$ cat config.mk
export PLATFORM = sky130hd
export DESIGN_NAME = demux_bit_collector
export DESIGN_NICKNAME = d
export VERILOG_FILES = /design/src/rtl/demux_bit_collector_pkg.sv /design/src/rtl/demux_bit_collector_dec5to32.sv /design/src/rtl/demux_bit_collector.sv
export SDC_FILE = /design/constraint.sdc
export NUM_CORES = 1
export LEC_CHECK = 0
export ABC_CLOCK_PERIOD_IN_PS = 2200
export CORE_MARGIN = 2
export CORE_UTILIZATION = 30
export DETAILED_ROUTE_END_ITERATION = 16
export PLACE_DENSITY_LB_ADDON = 0.08
export RECOVER_POWER = 25
export SYNTH_ARGS = -nofsm -noshare
export SYNTH_HDL_FRONTEND = slang
export SYNTH_HIERARCHICAL = 1
export SYNTH_SLANG_ARGS = --single-unit
$ cat constraint.sdc
create_clock -name clk -period 2.2 [get_ports clk]
set_input_delay 0.55 -clock clk [delete_from_list [all_inputs] [get_ports clk]]
set_output_delay 0.55 -clock clk [all_outputs]
set_load 0.03 [all_outputs]
$ cat src/rtl/demux_bit_collector_pkg.sv
// Shared definitions for the bit collector: word/select widths and the
// two-state COLLECT/HOLD encoding.
package demux_bit_collector_pkg;
   localparam int WORD_W = 32;
   localparam int SEL_W  = 5;

   typedef enum logic {
      COLLECT = 1'b0,
      HOLD    = 1'b1
   } state_t;
endpackage

$ cat src/rtl/demux_bit_collector_dec5to32.sv
// One-hot select decoder.
//   en     : when low, output is all zeros
//   sel    : bit index 0..31
//   onehot : bit sel set when en is high
module dec5to32
   import demux_bit_collector_pkg::*;
(
   input  logic              en,
   input  logic [SEL_W-1:0]  sel,
   output logic [WORD_W-1:0] onehot
);
   for (genvar i = 0; i < WORD_W; i++) begin : g_bit
      assign onehot[i] = en && (sel == SEL_W'(i));
   end
endmodule

$ cat src/rtl/demux_bit_collector.sv
// Scatters single bits into a 32-bit word by index. Once every index has been
// written the word is held (word_valid) until the consumer takes it.
//   clk, rst          : clock, synchronous active-high reset
//   in_bit/sel        : data bit and its destination index
//   in_valid/in_ready : input handshake (ready only while collecting)
//   flush             : discard the partial or held word
//   word/word_valid   : assembled word, valid while held
//   word_ready        : consumer takes the held word
//   fill_mask         : indices written so far in the current word
//   dup_err           : one-cycle pulse when a duplicate index is dropped
//   OVERWRITE         : 1 = duplicate index replaces, 0 = dropped and flagged
module demux_bit_collector
   import demux_bit_collector_pkg::*;
#(
   parameter bit OVERWRITE = 1'b1
)(
   input  logic              clk,
   input  logic              rst,
   input  logic              in_bit,
   input  logic [SEL_W-1:0]  sel,
   input  logic              in_valid,
   output logic              in_ready,
   input  logic              flush,
   output logic [WORD_W-1:0] word,
   output logic              word_valid,
   input  logic              word_ready,
   output logic [WORD_W-1:0] fill_mask,
   output logic              dup_err
);
   state_t            state, state_nxt;
   logic [WORD_W-1:0] hit;
   logic              accept, filled, wr_en, dup, clear;

   assign in_ready   = (state == COLLECT);
   assign word_valid = (state == HOLD);

   assign accept = in_valid && (state == COLLECT);
   assign filled = fill_mask[sel];
   // With OVERWRITE=0 a repeat index is refused at the decoder, so the word
   // and mask simply see no write.
   assign wr_en  = accept && (OVERWRITE || !filled);
   assign dup    = accept && !OVERWRITE && filled;
   assign clear  = flush || ((state == HOLD) && word_ready);

   dec5to32 u_dec (
      .en     (wr_en),
      .sel    (sel),
      .onehot (hit)
   );

   always_comb begin
      state_nxt = state;
      case (state)
         COLLECT: if (wr_en && (&(fill_mask | hit))) state_nxt = HOLD;
         HOLD:    if (word_ready) state_nxt = COLLECT;
         default: state_nxt = COLLECT;
      endcase
      if (flush) state_nxt = COLLECT;
   end

   always_ff @(posedge clk) begin
      if (rst) state <= COLLECT;
      else     state <= state_nxt;
   end

   always_ff @(posedge clk) begin
      if (rst || clear) begin
         word      <= '0;
         fill_mask <= '0;
      end else if (wr_en) begin
         word      <= (word & ~hit) | (hit & {WORD_W{in_bit}});
         fill_mask <= fill_mask | hit;
      end
   end

   always_ff @(posedge clk) begin
      if (rst || flush) dup_err <= 1'b0;
      else              dup_err <= dup;
   end
endmodule

# Word level (Yosys, flattened, before mapping)
# Cells that the tools add are included.
# word_totals
regBits	65
input_bits	11
out_inout_bits	67
# classes
eq_ne	31
n_mux	3
bitwise_logic	6
n_reduce_logical	40
# op_table
op	n
5-bit equality test, second input constant	16
32-bit bitwise AND	2
32-bit OR	2
5-bit by 4-bit equality test with 1-bit output, second input constant	8
1-bit logical AND	35
32-bit inverter	1
32-bit AND reduction	1
5-bit by 3-bit equality test with 1-bit output, second input constant	4
5-bit by 2-bit equality test with 1-bit output, second input constant	2
5-bit by 1-bit equality test with 1-bit output, second input constant	1
5-bit zero test	1
1-bit logical OR	2
1-bit 2-to-1 mux	2
1-bit one-hot mux with 2 select lines	1
2-bit OR reduction	1
1-bit inverter	1

# Logic depth before layout (Yosys ltp)
# logic_depth
word_depth	8
mapped_depth	10
mapped_depth_nobuf	7

# By module
# Netlist, hierarchy kept.
# modules_own_cells
module	n_inst	cells_each	area_per_inst_um2	seq_area_each_um2
demux_bit_collector	1	310	2632.5	1301.2
dec5to32	1	47	234.0	0.0

# Worst setup path before layout
# OpenSTA, ideal clock, no wires.
# synth_path
path_type	input port to flip-flop
from	input in_valid
to	register state, in the netlist word_valid
setup_ns	0.069
t_arrival_ns	2.268
setup_slack_ns	-0.137
stages	10
path_buffers	3
cell_sequence	nor2b_2 buf_6 buf_8 buf_6 or4b_4 nor2_1 o22ai_1 nor4_1 nand4_1 o21ai_1
# synth_via
elab_chain_len	7
elab_cells_between_ends	38
classes_between	mux (2); bitwise (1); reduce/logical (35)
# synth_rtl
element	line_no	source
from (decl)	demux_bit_collector.sv:21	input logic in_valid,
1-bit logical AND	demux_bit_collector.sv:37	assign accept = in_valid && (state == COLLECT);
named net accept	demux_bit_collector.sv:32	logic accept, filled, wr_en, dup, clear;
1-bit logical AND	demux_bit_collector_dec5to32.sv:13	assign onehot[i] = en && (sel == SEL_W'(i));
named net hit[0]	demux_bit_collector.sv:31	logic [WORD_W-1:0] hit;
32-bit OR	demux_bit_collector.sv:54	COLLECT: if (wr_en && (&(fill_mask | hit))) state_nxt = HOLD;
32-bit AND reduction	demux_bit_collector.sv:54	
1-bit logical AND	demux_bit_collector.sv:54	
1-bit 2-to-1 mux	demux_bit_collector.sv:54	
1-bit one-hot mux with 2 select lines	demux_bit_collector.sv:53	case (state)
to (signal assigned)	demux_bit_collector.sv:63	else state <= state_nxt;
to (decl)	demux_bit_collector.sv:30	state_t state, state_nxt;
# The timed path passes the listed nets, and every way through them passes these cells.
# A chain may end at the register's enable or synchronous reset.

# Final worst setup path
# layout_path
from	input sel[4]
to	register state, in the netlist word_valid
# layout_via
elab_chain_len	7
elab_cells_between_ends	69
classes_between	eq/ne (31); mux (2); bitwise (1); reduce/logical (35)
# layout_rtl
element	line_no	source
from (decl)	demux_bit_collector.sv:20	input logic [SEL_W-1:0] sel,
5-bit by 1-bit equality test with 1-bit output	demux_bit_collector_dec5to32.sv:13	
1-bit logical AND	demux_bit_collector_dec5to32.sv:13	
named net hit[1]	demux_bit_collector.sv:31	
32-bit OR	demux_bit_collector.sv:54	
32-bit AND reduction	demux_bit_collector.sv:54	
1-bit logical AND	demux_bit_collector.sv:54	
1-bit 2-to-1 mux	demux_bit_collector.sv:54	
1-bit one-hot mux with 2 select lines	demux_bit_collector.sv:53	
# The timed path passes the listed nets, and every way through them passes these cells.

==> flow_metrics.py <==
metrics = {
    "outcome": {
        "status": "finished clean",
    },
    "route": {
        "wl_per_cell_microns": 13.8,
        "antenna_left": 0,
        "drt_iter0_markers": 113,
        "totalWireLength_microns": 8340,
        "drtPass1Iterations": 4,
        "vias": 2776,
        "via_per_inst": 4.59,
        "drc": 0,
    },
    "global_route": {
        "met3_usage_pct": 4.55,
        "track_usage_pct": 16.8,
        "gr-usage-met1_pct": 22.7,
        "grtUsageMet2_pct": 26.1,
        "grt_pass1_wl_microns": 13400,
        "grt-busiest-layer": "met2",
        "grt_max_degree": 56,
        "grt_overflow_total": 0,
        "grt_pass1_vias": 2614,
        "antenna_found_initial": 0,
    },
    "floorplanning": {
        "dieHeight_microns": 102,
        "die_area_sq_um": 10400,
        "coreArea_sq_um": 9240,
        "start_util_pct": 31.0,
        "rows": 35,
        "die_w_microns": 102,
        "io_pins": 78,
    },
    "critical_path": {
        "cp-start-kind": "primary input",
        "crit_required_ns": 2.48,
        "slowest_stage": "or4b_4",
        "slowest_delay_ns": 0.62,
        "arrival_ns": 2.42,
        "path_cells": "clkdlybuf4s50_1 > or4b_4 > nor2_4 > o22ai_2 > nor4_2 > nand4_1 > o21ai_1",
        "cp_top_family": "simple AND/OR/NAND/NOR gates",
        "critical_path.max_fanout": 5,
        "crit_buf_inv": 1,
        "path_class": "in -> reg",
        "cp-end-kind": "register",
    },
    "sta": {
        "setup_violations": 0,
        "relSlewSlack_pct": 62.2,
        "hold_violations": 0,
        "holdWs_ns": 0.453,
        "tightest_slew_ns": 0.567,
        "rsz0062_at_grt": "false",
        "finalCritPeriodShare_pct": 96.9,
        "fin_crit_ns": 2.13,
        "slew_violations": 0,
        "clock_skew_ns": 0.0102,
        "max_freq_mhz": 469,
    },
    "placed_design": {
        "dpl_cell_area_sq_um": 4030,
        "io_buffers": 76,
        "dp_hpwl_microns": 6030,
        "gp_congestion": 0.833,
    },
    "logic_synthesis": {
        "synthFlopType": "dfxtp_1",
        "avgSynthCellArea_sq_um": 8.03,
        "synth_seq_cells": 65,
        "yosysMostFrequentCell": "nor2_1",
        "synth_top_area_cell": "dfxtp_1",
        "ys.warnings.count": 6,
        "synth.top_cells.by_count": "nor2_1 (69), dfxtp_1 (65), nand2_1 (65), a21oi_1 (46), nand3_1 (24)",
        "syn_inst": 357,
        "ys_types": 29,
        "async_reset_ff_share_pct": 0,
        "synth_edf_count": 0,
        "seq_area_frac_synth_pct": 45.4,
        "syn-cell-area_sq_um": 2870,
        "synth_area_leaders": "dfxtp_1 (45%), nor2_1 (9.0%), nand2_1 (8.5%)",
        "synth_top_area_share_pct": 45.4,
        "syn_nets": 368,
    },
    "final_layout": {
        "drive_above_1_share_pct": 17.4,
        "diodes": 0,
        "fin_nets": 484,
        "fillers": 986,
        "area_delta_synth_final_pct": 45.3,
        "multi_input_area_sq_um": 1390,
        "finalInstanceArea_sq_um": 4160,
        "post-route-util_pct": 45.1,
        "register_area_sq_um": 1300,
    },
    "cts": {
        "numCtsBuffers": 9,
        "numClockSinks": 65,
        "clk_pin_slew_ns": 0.07,
        "cts_buffer_depth": 2,
        "worstSkewPairLatency_ns": 0.35,
        "cts_hold_buf": 0,
        "h-tree-depth": 3,
        "cts_tree": "built",
        "cts_root_buf": "clkbuf_8",
    },
    "hold_path": {
        "hp-class": "reg -> reg",
    },
    "power": {
        "switching_share_pct": 24.9,
        "p_seq_share_pct": 52.2,
        "ir_worst_vdd_uv": 344,
        "p_switching_mw": 0.564,
        "p_clk_share_pct": 39.9,
        "combPwrFrac_pct": 7.9,
        "p_int_mw": 1.70,
        "p_leak_nw": 1.31,
        "p_per_area_nw_per_um2": 543,
    },
    "flow_run": {
        "maxCapViolCount": 0,
    },
}
layer usage:
metal | part of all wire, % | wire length [microns]
met1 | 48 | 4000
met2 | 48 | 3960
met3 | 3.4 | 281
met4 | 1.1 | 94
met5 | 0 | 0
placed cells by master, fill, tap and decap left out, types with 2 or more instances in the layout:
cell type	instances
nand3_1	24
buf_12	3
buf_4	31
nor2_4	2
dlymetal6s2s_1	2
clkinv_2	2
a21oi_2	17
nand2b_1	2
nand3_2	8
nand2_1	65
nor2_1	66
nand4_1	2
a21oi_1	47
clkdlybuf4s50_1	73
clkbuf_8	11
o22ai_1	14
nand4b_1	4
clkbuf_1	19
nand4bb_1	3
dfxtp_1	65
stage by stage:
stage	worst slack (ns)	std cells	total power, mW	setup TNS (ns)
floorplan	-0.0605	357	1.33	-0.0605
global placement	-0.405	588	1.39	-2.13
detailed placement	-0.382	588	1.39	-2.68
CTS	0.0139	602	2.30	0
global route	0.0151	605	2.35	0
finish	0.0673	605	2.26	0
cell type report:
| class | count | share of cell area (%) |
|---|---|---|
| sequential | 65 | 31.3 |
| timing repair buffer | 130 | 27.3 |
| clock inverter | 3 | 0.421 |
| clock buffer | 11 | 3.64 |
| inverter | 1 | 0.0901 |
| multi-input combinational | 266 | 33.4 |
| tap | 129 | 3.88 |
logic make-up after synthesis:
family,synth area share [%]
buffers and inverters,7.20
other,0.131
DFF,45.4
AOI/OAI and AO/OA,17.3
and+or+nand+nor,30.0
power by group through the flow:
stage / combinational, mW / sequential, mW / clock (mW)
finish: 0.179 / 1.18 / 0.903
global placement: 0.181 / 1.21 / 0
detailed placement: 0.181 / 1.21 / 0
floorplan: 0.114 / 1.21 / 0
global route: 0.194 / 1.18 / 0.981
CTS: 0.182 / 1.18 / 0.936
timing repair:
| action | 4_1_cts | 5_1_grt |
|---|---|---|
| resized for setup | 1 | 6 |
| endpoints found under the hold margin | 0 | 0 |
| setup buffers | 0 | 3 |
| setup endpoints to repair | 1 | 1 |
| pin swaps | 0 | 6 |
path summary, 6_finish.rpt:
check	from	end	slack, ns	cells past startpoint
max reg2reg	word_valid	word_valid	0.28	7
min	register	register	0.45	2
max	sel[4]	word_valid	0.07	7
min reg2reg	register	register	0.45	2
worst reg2reg max path, stage by stage (launching register included):
cell and delay [ns]:
dfxtp_1 0.37, nor2b_4 0.19, or4b_4 0.55, nor2_4 0.14, o22ai_2 0.09, nor4_2 0.25, nand4_1 0.13, o21ai_1 0.13
(Power assumes the default switching activity.)
